==> src/rtl/mms_pkg.sv <==
`default_nettype none
// ============================================================================
// Module      : mms_pkg
// Description : Shared types and constants for the min/max stream controller:
//               the controller state encoding, the mode encodings and the
//               default operand width.
// Revision    : 1.0 - initial release
// ============================================================================
package mms_pkg;

    // Default operand width
    localparam int MMS_DATA_W = 8;

    // Mode encodings, sampled with the first operand of a frame
    localparam logic MMS_SEL_MIN = 1'b1;
    localparam logic MMS_SEL_MAX = 1'b0;

    // Controller states
    typedef enum logic [1:0] {
        IDLE  = 2'd0,
        ACCUM = 2'd1,
        DONE  = 2'd2
    } mms_state_t;

endpackage : mms_pkg
`default_nettype wire

==> src/rtl/mms_cmp_sel.sv <==
`default_nettype none
// ============================================================================
// Module      : mms_cmp_sel
// Description : Combinational compare/select decision. Raises replace when the
//               new operand a should displace the running winner b. Strict
//               comparisons mean ties keep the earlier operand.
// Revision    : 1.0 - initial release
// ============================================================================
module mms_cmp_sel
    import mms_pkg::*;
#(
    parameter int DATA_W = MMS_DATA_W
) (
    input  logic [DATA_W-1:0] a,
    input  logic [DATA_W-1:0] b,
    input  logic              mode,
    output logic              replace
);

    // Unsigned strict compare in the direction selected by mode
    always_comb begin
        replace = 1'b0;
        if (mode == MMS_SEL_MIN) begin
            replace = (a < b);
        end else begin
            replace = (a > b);
        end
    end

endmodule : mms_cmp_sel
`default_nettype wire

==> src/rtl/mms_stream_ctrl.sv <==
`default_nettype none
// ============================================================================
// Module      : mms_stream_ctrl
// Description : Streams FRAME_LEN unsigned operands per frame and reports the
//               minimum or maximum (chosen by select on the first operand)
//               together with its position in the frame. The result is held
//               on a valid/ready output until taken.
// Revision    : 1.0 - initial release
// ============================================================================
module mms_stream_ctrl
    import mms_pkg::*;
#(
    parameter  int FRAME_LEN = 8,
    parameter  int DATA_W    = MMS_DATA_W,
    localparam int IDX_W     = (FRAME_LEN > 1) ? $clog2(FRAME_LEN) : 1
) (
    input  logic              clk,
    input  logic              rst_n,
    input  logic              in_valid,
    output logic              in_ready,
    input  logic [DATA_W-1:0] in_data,
    input  logic              select,
    output logic              out_valid,
    input  logic              out_ready,
    output logic [DATA_W-1:0] out_data,
    output logic [IDX_W-1:0]  out_index,
    output logic              busy
);

    // The counter is sized to reach FRAME_LEN so the final increment of a
    // frame never wraps, even when FRAME_LEN is a power of two.
    localparam int CNT_W = $clog2(FRAME_LEN + 1);
    localparam logic [CNT_W-1:0] C_LAST = CNT_W'(FRAME_LEN - 1);

    mms_state_t        r_state;
    mms_state_t        w_next_state;
    logic [DATA_W-1:0] r_run_val;
    logic [IDX_W-1:0]  r_run_idx;
    logic [CNT_W-1:0]  r_cnt;
    logic              r_mode;
    logic              w_accept;
    logic              w_last;
    logic              w_replace;

    assign w_accept  = in_valid && in_ready;
    assign w_last    = (r_cnt == C_LAST);
    assign out_data  = r_run_val;
    assign out_index = r_run_idx;

    mms_cmp_sel #(
        .DATA_W (DATA_W)
    ) u_cmp_sel (
        .a       (in_data),
        .b       (r_run_val),
        .mode    (r_mode),
        .replace (w_replace)
    );

    // State register
    always_ff @(posedge clk or negedge rst_n) begin
        if (!rst_n) begin
            r_state <= IDLE;
        end else begin
            r_state <= w_next_state;
        end
    end

    // Next-state decode and handshake outputs
    always_comb begin
        w_next_state = r_state;
        in_ready     = 1'b1;
        out_valid    = 1'b0;
        busy         = 1'b1;
        case (r_state)
            IDLE: begin
                busy = 1'b0;
                if (in_valid) begin
                    w_next_state = ACCUM;
                end
            end
            ACCUM: begin
                if (in_valid && w_last) begin
                    w_next_state = DONE;
                end
            end
            DONE: begin
                in_ready  = 1'b0;
                out_valid = 1'b1;
                if (out_ready) begin
                    w_next_state = IDLE;
                end
            end
            default: begin
                w_next_state = IDLE;
            end
        endcase
    end

    // Running winner, its index, operand count and latched mode
    always_ff @(posedge clk or negedge rst_n) begin
        if (!rst_n) begin
            r_run_val <= '0;
            r_run_idx <= '0;
            r_cnt     <= '0;
            r_mode    <= MMS_SEL_MAX;
        end else if (w_accept) begin
            if (r_state == IDLE) begin
                r_run_val <= in_data;
                r_run_idx <= '0;
                r_cnt     <= CNT_W'(1);
                r_mode    <= select;
            end else begin
                if (w_replace) begin
                    r_run_val <= in_data;
                    r_run_idx <= r_cnt[IDX_W-1:0];
                end
                r_cnt <= r_cnt + CNT_W'(1);
            end
        end
    end

endmodule : mms_stream_ctrl
`default_nettype wire
==> config.mk <==
export PLATFORM = sky130hd
export DESIGN_NAME = mms_stream_ctrl
export DESIGN_NICKNAME = d
export VERILOG_FILES = /design/src/rtl/mms_pkg.sv /design/src/rtl/mms_cmp_sel.sv /design/src/rtl/mms_stream_ctrl.sv
export SDC_FILE = /design/constraint.sdc
export NUM_CORES = 1
export LEC_CHECK = 0
export ABC_CLOCK_PERIOD_IN_PS = 3040
export CELL_PAD_IN_SITES_DETAIL_PLACEMENT = 1
export CELL_PAD_IN_SITES_GLOBAL_PLACEMENT = 1
export CORE_ASPECT_RATIO = 1.2
export CORE_MARGIN = 8
export CORE_UTILIZATION = 30
export CTS_CLUSTER_DIAMETER = 80
export CTS_CLUSTER_SIZE = 10
export DETAILED_ROUTE_END_ITERATION = 7
export PLACE_DENSITY = 0.63
export SETUP_SLACK_MARGIN = 0.5
export SLEW_MARGIN = 10
export SYNTH_ARGS = -nofsm -noshare
export SYNTH_HDL_FRONTEND = slang
export SYNTH_SLANG_ARGS = --single-unit
==> constraint.sdc <==
create_clock -name clk -period 3.04 [get_ports clk]
set_input_delay 0.608 -clock clk [delete_from_list [all_inputs] [get_ports clk]]
set_output_delay 0.608 -clock clk [all_outputs]
set_load 0.05 [all_outputs]
==> results.json <==
{
  "status": "complete, no violations",
  "synth_area_um2": 988,
  "synth-seq-cells": 18,
  "pwr-share-clk_pct": 11.2,
  "pin_count": 27,
  "cts.sinks": 18,
  "wirelength_mm": 2.60,
  "cp.arrival_ns": 1.81,
  "drive_gt1_share_pct": 23.8,
  "ys_top_cells_by_area": "dfrtp_1 46%, ha_1 11%, mux2_2 10%, inv_1 4.9%, a21oi_1 3.0%",
  "grt_overflow_total": 0,
  "die_area_mm2": 0.00540,
  "antenna_found_initial": 0,
  "critPathKind": "reg -> out",
  "cts_max_level": 1,
  "synth_nets": 116,
  "grt_pass1_vias": 970,
  "multi_input_area_um2": 546,
  "drv_cap": 0,
  "worst_setup_path_start_kind": "flop",
  "syn_to_final_growth_pct": 48.7,
  "rsz0062_at_grt": "no",
  "synth_ff_type": "dfrtp_1",
  "regArea_um2": 452,
  "max_slew_margin_pct": 43.9,
  "yosys_warnings": 0,
  "cts.clk_slew.worst_paths_ns": 0.07,
  "nets": 153,
  "numCtsBuffers": 3,
  "cpMaxStageDelayCell": "clkdlybuf4s50_1",
  "fmax_ghz": 0.414,
  "cellPowerDensity_mw_per_mm2": 1160,
  "p_total_mw": 1.71,
  "p_int_mw": 0.951,
  "cts_root_buffer": "clkbuf_8",
  "avgSynthCellArea_um2": 10.5,
  "yosys-top-cells-count": "18 x dfrtp_1, 13 x inv_1, 9 x ha_1, 9 x mux2_2, 8 x nand2_1",
  "viasPerCell": 5.05,
  "crit_chain": "or2_2, clkdlybuf4s50_1",
  "yosys.area.top_type_share_pct": 45.6,
  "slowest_delay_ns": 0.71,
  "cts_buffer_depth": 2,
  "synth.most_common_cell": "dfrtp_1",
  "reg2reg_depth": 9,
  "worst-path-stages": 2,
  "hpwlAfterDp_mm": 1.92,
  "synth_cell_type_count": 25,
  "drtIter0Drc": 20,
  "syn_inst": 94,
  "synth_sequential_area_ratio_pct": 45.6,
  "cp-startpoint": "r_state[0]$_DFFE_PN0P_",
  "num_vias": 844,
  "drcViolationCount": 0,
  "dr.pass1.iters": 2,
  "synth_enable_flop_cells": 0,
  "worstSkewPairLatency_ns": 0.25,
  "seqPwrFrac_pct": 26.5,
  "worstReg2RegStart": "out_data[1]$_DFFE_PN0P_",
  "yosys.area.top_type": "dfrtp_1",
  "worstHoldPathType": "reg -> reg",
  "grt_pass1_wl_mm": 4.39,
  "grt_usage_pct": 10.3,
  "hold_buffers": 0,
  "crit_family": "buffers and inverters",
  "switchingPower_mw": 0.758,
  "cts_tree": "yes",
  "r2r-end": "out_data[2]$_DFFE_PN0P_",
  "coreArea_mm2": 0.00325,
  "setup_viol": 0,
  "fp.dieW_um": 68.4,
  "routedWlPerCell_um": 15.6,
  "place_congestion": 0.725,
  "period_minus_slack_ns": 2.41,
  "drtAntennaViolNets": 0,
  "endpoint": "busy",
  "peakVddDrop_uv": 566,
  "grt_max_degree": 19,
  "holdWs_ns": 0.506,
  "worst_ep_required_time_ns": 2.43,
  "tns_ns": 0,
  "fp.dieH_um": 78.9,
  "port_buffers": 26,
  "postSynth.asyncResetShare_pct": 100,
  "worst-slew-pin-transition_ns": 0.838,
  "fillers": 378,
  "critical_path_buf_inv_count": 1,
  "rows": 23,
  "slew_viol_final": 0,
  "skew_ns": 0.000897,
  "p_sw_share_pct": 44.4,
  "end_kind": "primary output",
  "hold_violations": 0,
  "cp_max_fo": 10,
  "combPwrFrac_pct": 62.3,
  "min_period_over_period_pct": 79.4,
  "p_leak_nw": 0.711,
  "diodes": 0,
  "initial_core_util_pct": 30.4,
  "r2r_slack_ns": 0.74
}
==> placed cells by master (no fill, tap or decap), types with 2 or more instances in the layout <==
master	Yosys	routed
a21oi_1	6	4
a21oi_2	0	2
buf_4	0	6
buf_6	0	2
clkbuf_8	0	4
clkdlybuf4s50_1	0	16
dfrtp_1	18	17
dlygate4sd2_1	0	6
dlymetal6s2s_1	0	3
ha_1	9	6
ha_4	0	3
inv_1	13	13
mux2_2	9	6
mux2_4	0	3
mux2i_1	2	2
nand2_1	8	8
nand3_1	2	2
nand4_1	3	3
nor2_1	5	5
nor3b_1	2	2
o21ai_0	3	2
==> worst min-delay path by stage <==
stage | end | cells after the start | start | slack (ns)
floorplan | out_data[0]$_DFFE_PN0P_ | 0 | rst_n | 0.31
global placement | r_state[0]$_DFFE_PN0P_ | 1 | r_state[1]$_DFFE_PN0P_ | 0.50
detailed placement | r_state[0]$_DFFE_PN0P_ | 1 | r_state[1]$_DFFE_PN0P_ | 0.50
CTS | r_state[0]$_DFFE_PN0P_ | 1 | r_state[1]$_DFFE_PN0P_ | 0.51
global route | r_state[0]$_DFFE_PN0P_ | 1 | r_state[1]$_DFFE_PN0P_ | 0.52
finish | r_state[0]$_DFFE_PN0P_ | 1 | r_state[1]$_DFFE_PN0P_ | 0.51
==> flip-flops by register name, summed over array words and instances (netlist names) <==
signal,cells
r_mode,1
r_state,2
out_index,3
out_data,8
r_cnt,4
==> routing by layer <==
metal | GRT usage, % | vias to the layer above | wire, µm
li1 | - | 404 | -
met1 | 12.2 | 416 | 1080
met2 | 16.9 | 20 | 1330
met3 | 2.67 | 4 | 164
met4 | 4.31 | 0 | 31
met5 | 0 | - | 0
==> worst register-to-register path, delay by kind of cell (launching register included) <==
| kind | cells | cell delay, ns |
|---|---|---|
| DFF | 1 | 0.42 |
| buffers and inverters | 2 | 0.24 |
| adders and majority gates | 1 | 0.23 |
| muxes | 1 | 0.33 |
| AOI/OAI and AO/OA | 4 | 0.84 |
| and+or+nand+nor | 1 | 0.13 |
==> cell type report <==
type / instances / share of cell area (%)
inverter: 13 / 3.32
tap: 37 / 3.15
timing repair buffer: 34 / 22.0
multi-input combinational: 61 / 37.1
clock buffer: 4 / 3.74
sequential: 18 / 30.7
==> per-stage QoR <==
step                      utilization [%]  std cells  worst slack, ns  cell area, µm²
after global placement               40.3        158            0.157            1310
after detailed placement             40.3        158            0.112            1310
after CTS                            43.4        166            0.501            1410
final                                45.2        167            0.625            1470
after floorplan                         -         94            0.584             990
after global routing                 45.2        167            0.564            1470
==> logic make-up after synthesis <==
| logic type | Yosys count | share of synthesized area (%) |
|---|---|---|
| flip-flops | 18 | 45.6 |
| multiplexers | 11 | 12.3 |
| buffers and inverters | 15 | 5.70 |
| AO/OA/AOI/OAI | 18 | 13.9 |
| AND/OR/NAND/NOR | 23 | 11.1 |
| adder cells (fa/ha/maj) | 9 | 11.4 |
==> power groups by stage <==
stage | logic (mW) | registers (mW) | clock network [mW]
floorplan | 0.375 | 0.691 | 0
global placement | 0.905 | 0.449 | 0
detailed placement | 0.926 | 0.457 | 0
CTS | 0.997 | 0.452 | 0.202
global route | 1.15 | 0.475 | 0.208
finish | 1.07 | 0.452 | 0.191
==> timing repair <==
| action | 4_1_cts | 5_1_grt |
|---|---|---|
| setup buffers | 4 | 1 |
| pin swaps | 9 | 8 |
| resized for setup | 12 | 13 |
| setup endpoints to repair | 10 | 10 |
No activity file was read; power rests on OpenSTA's default activity.
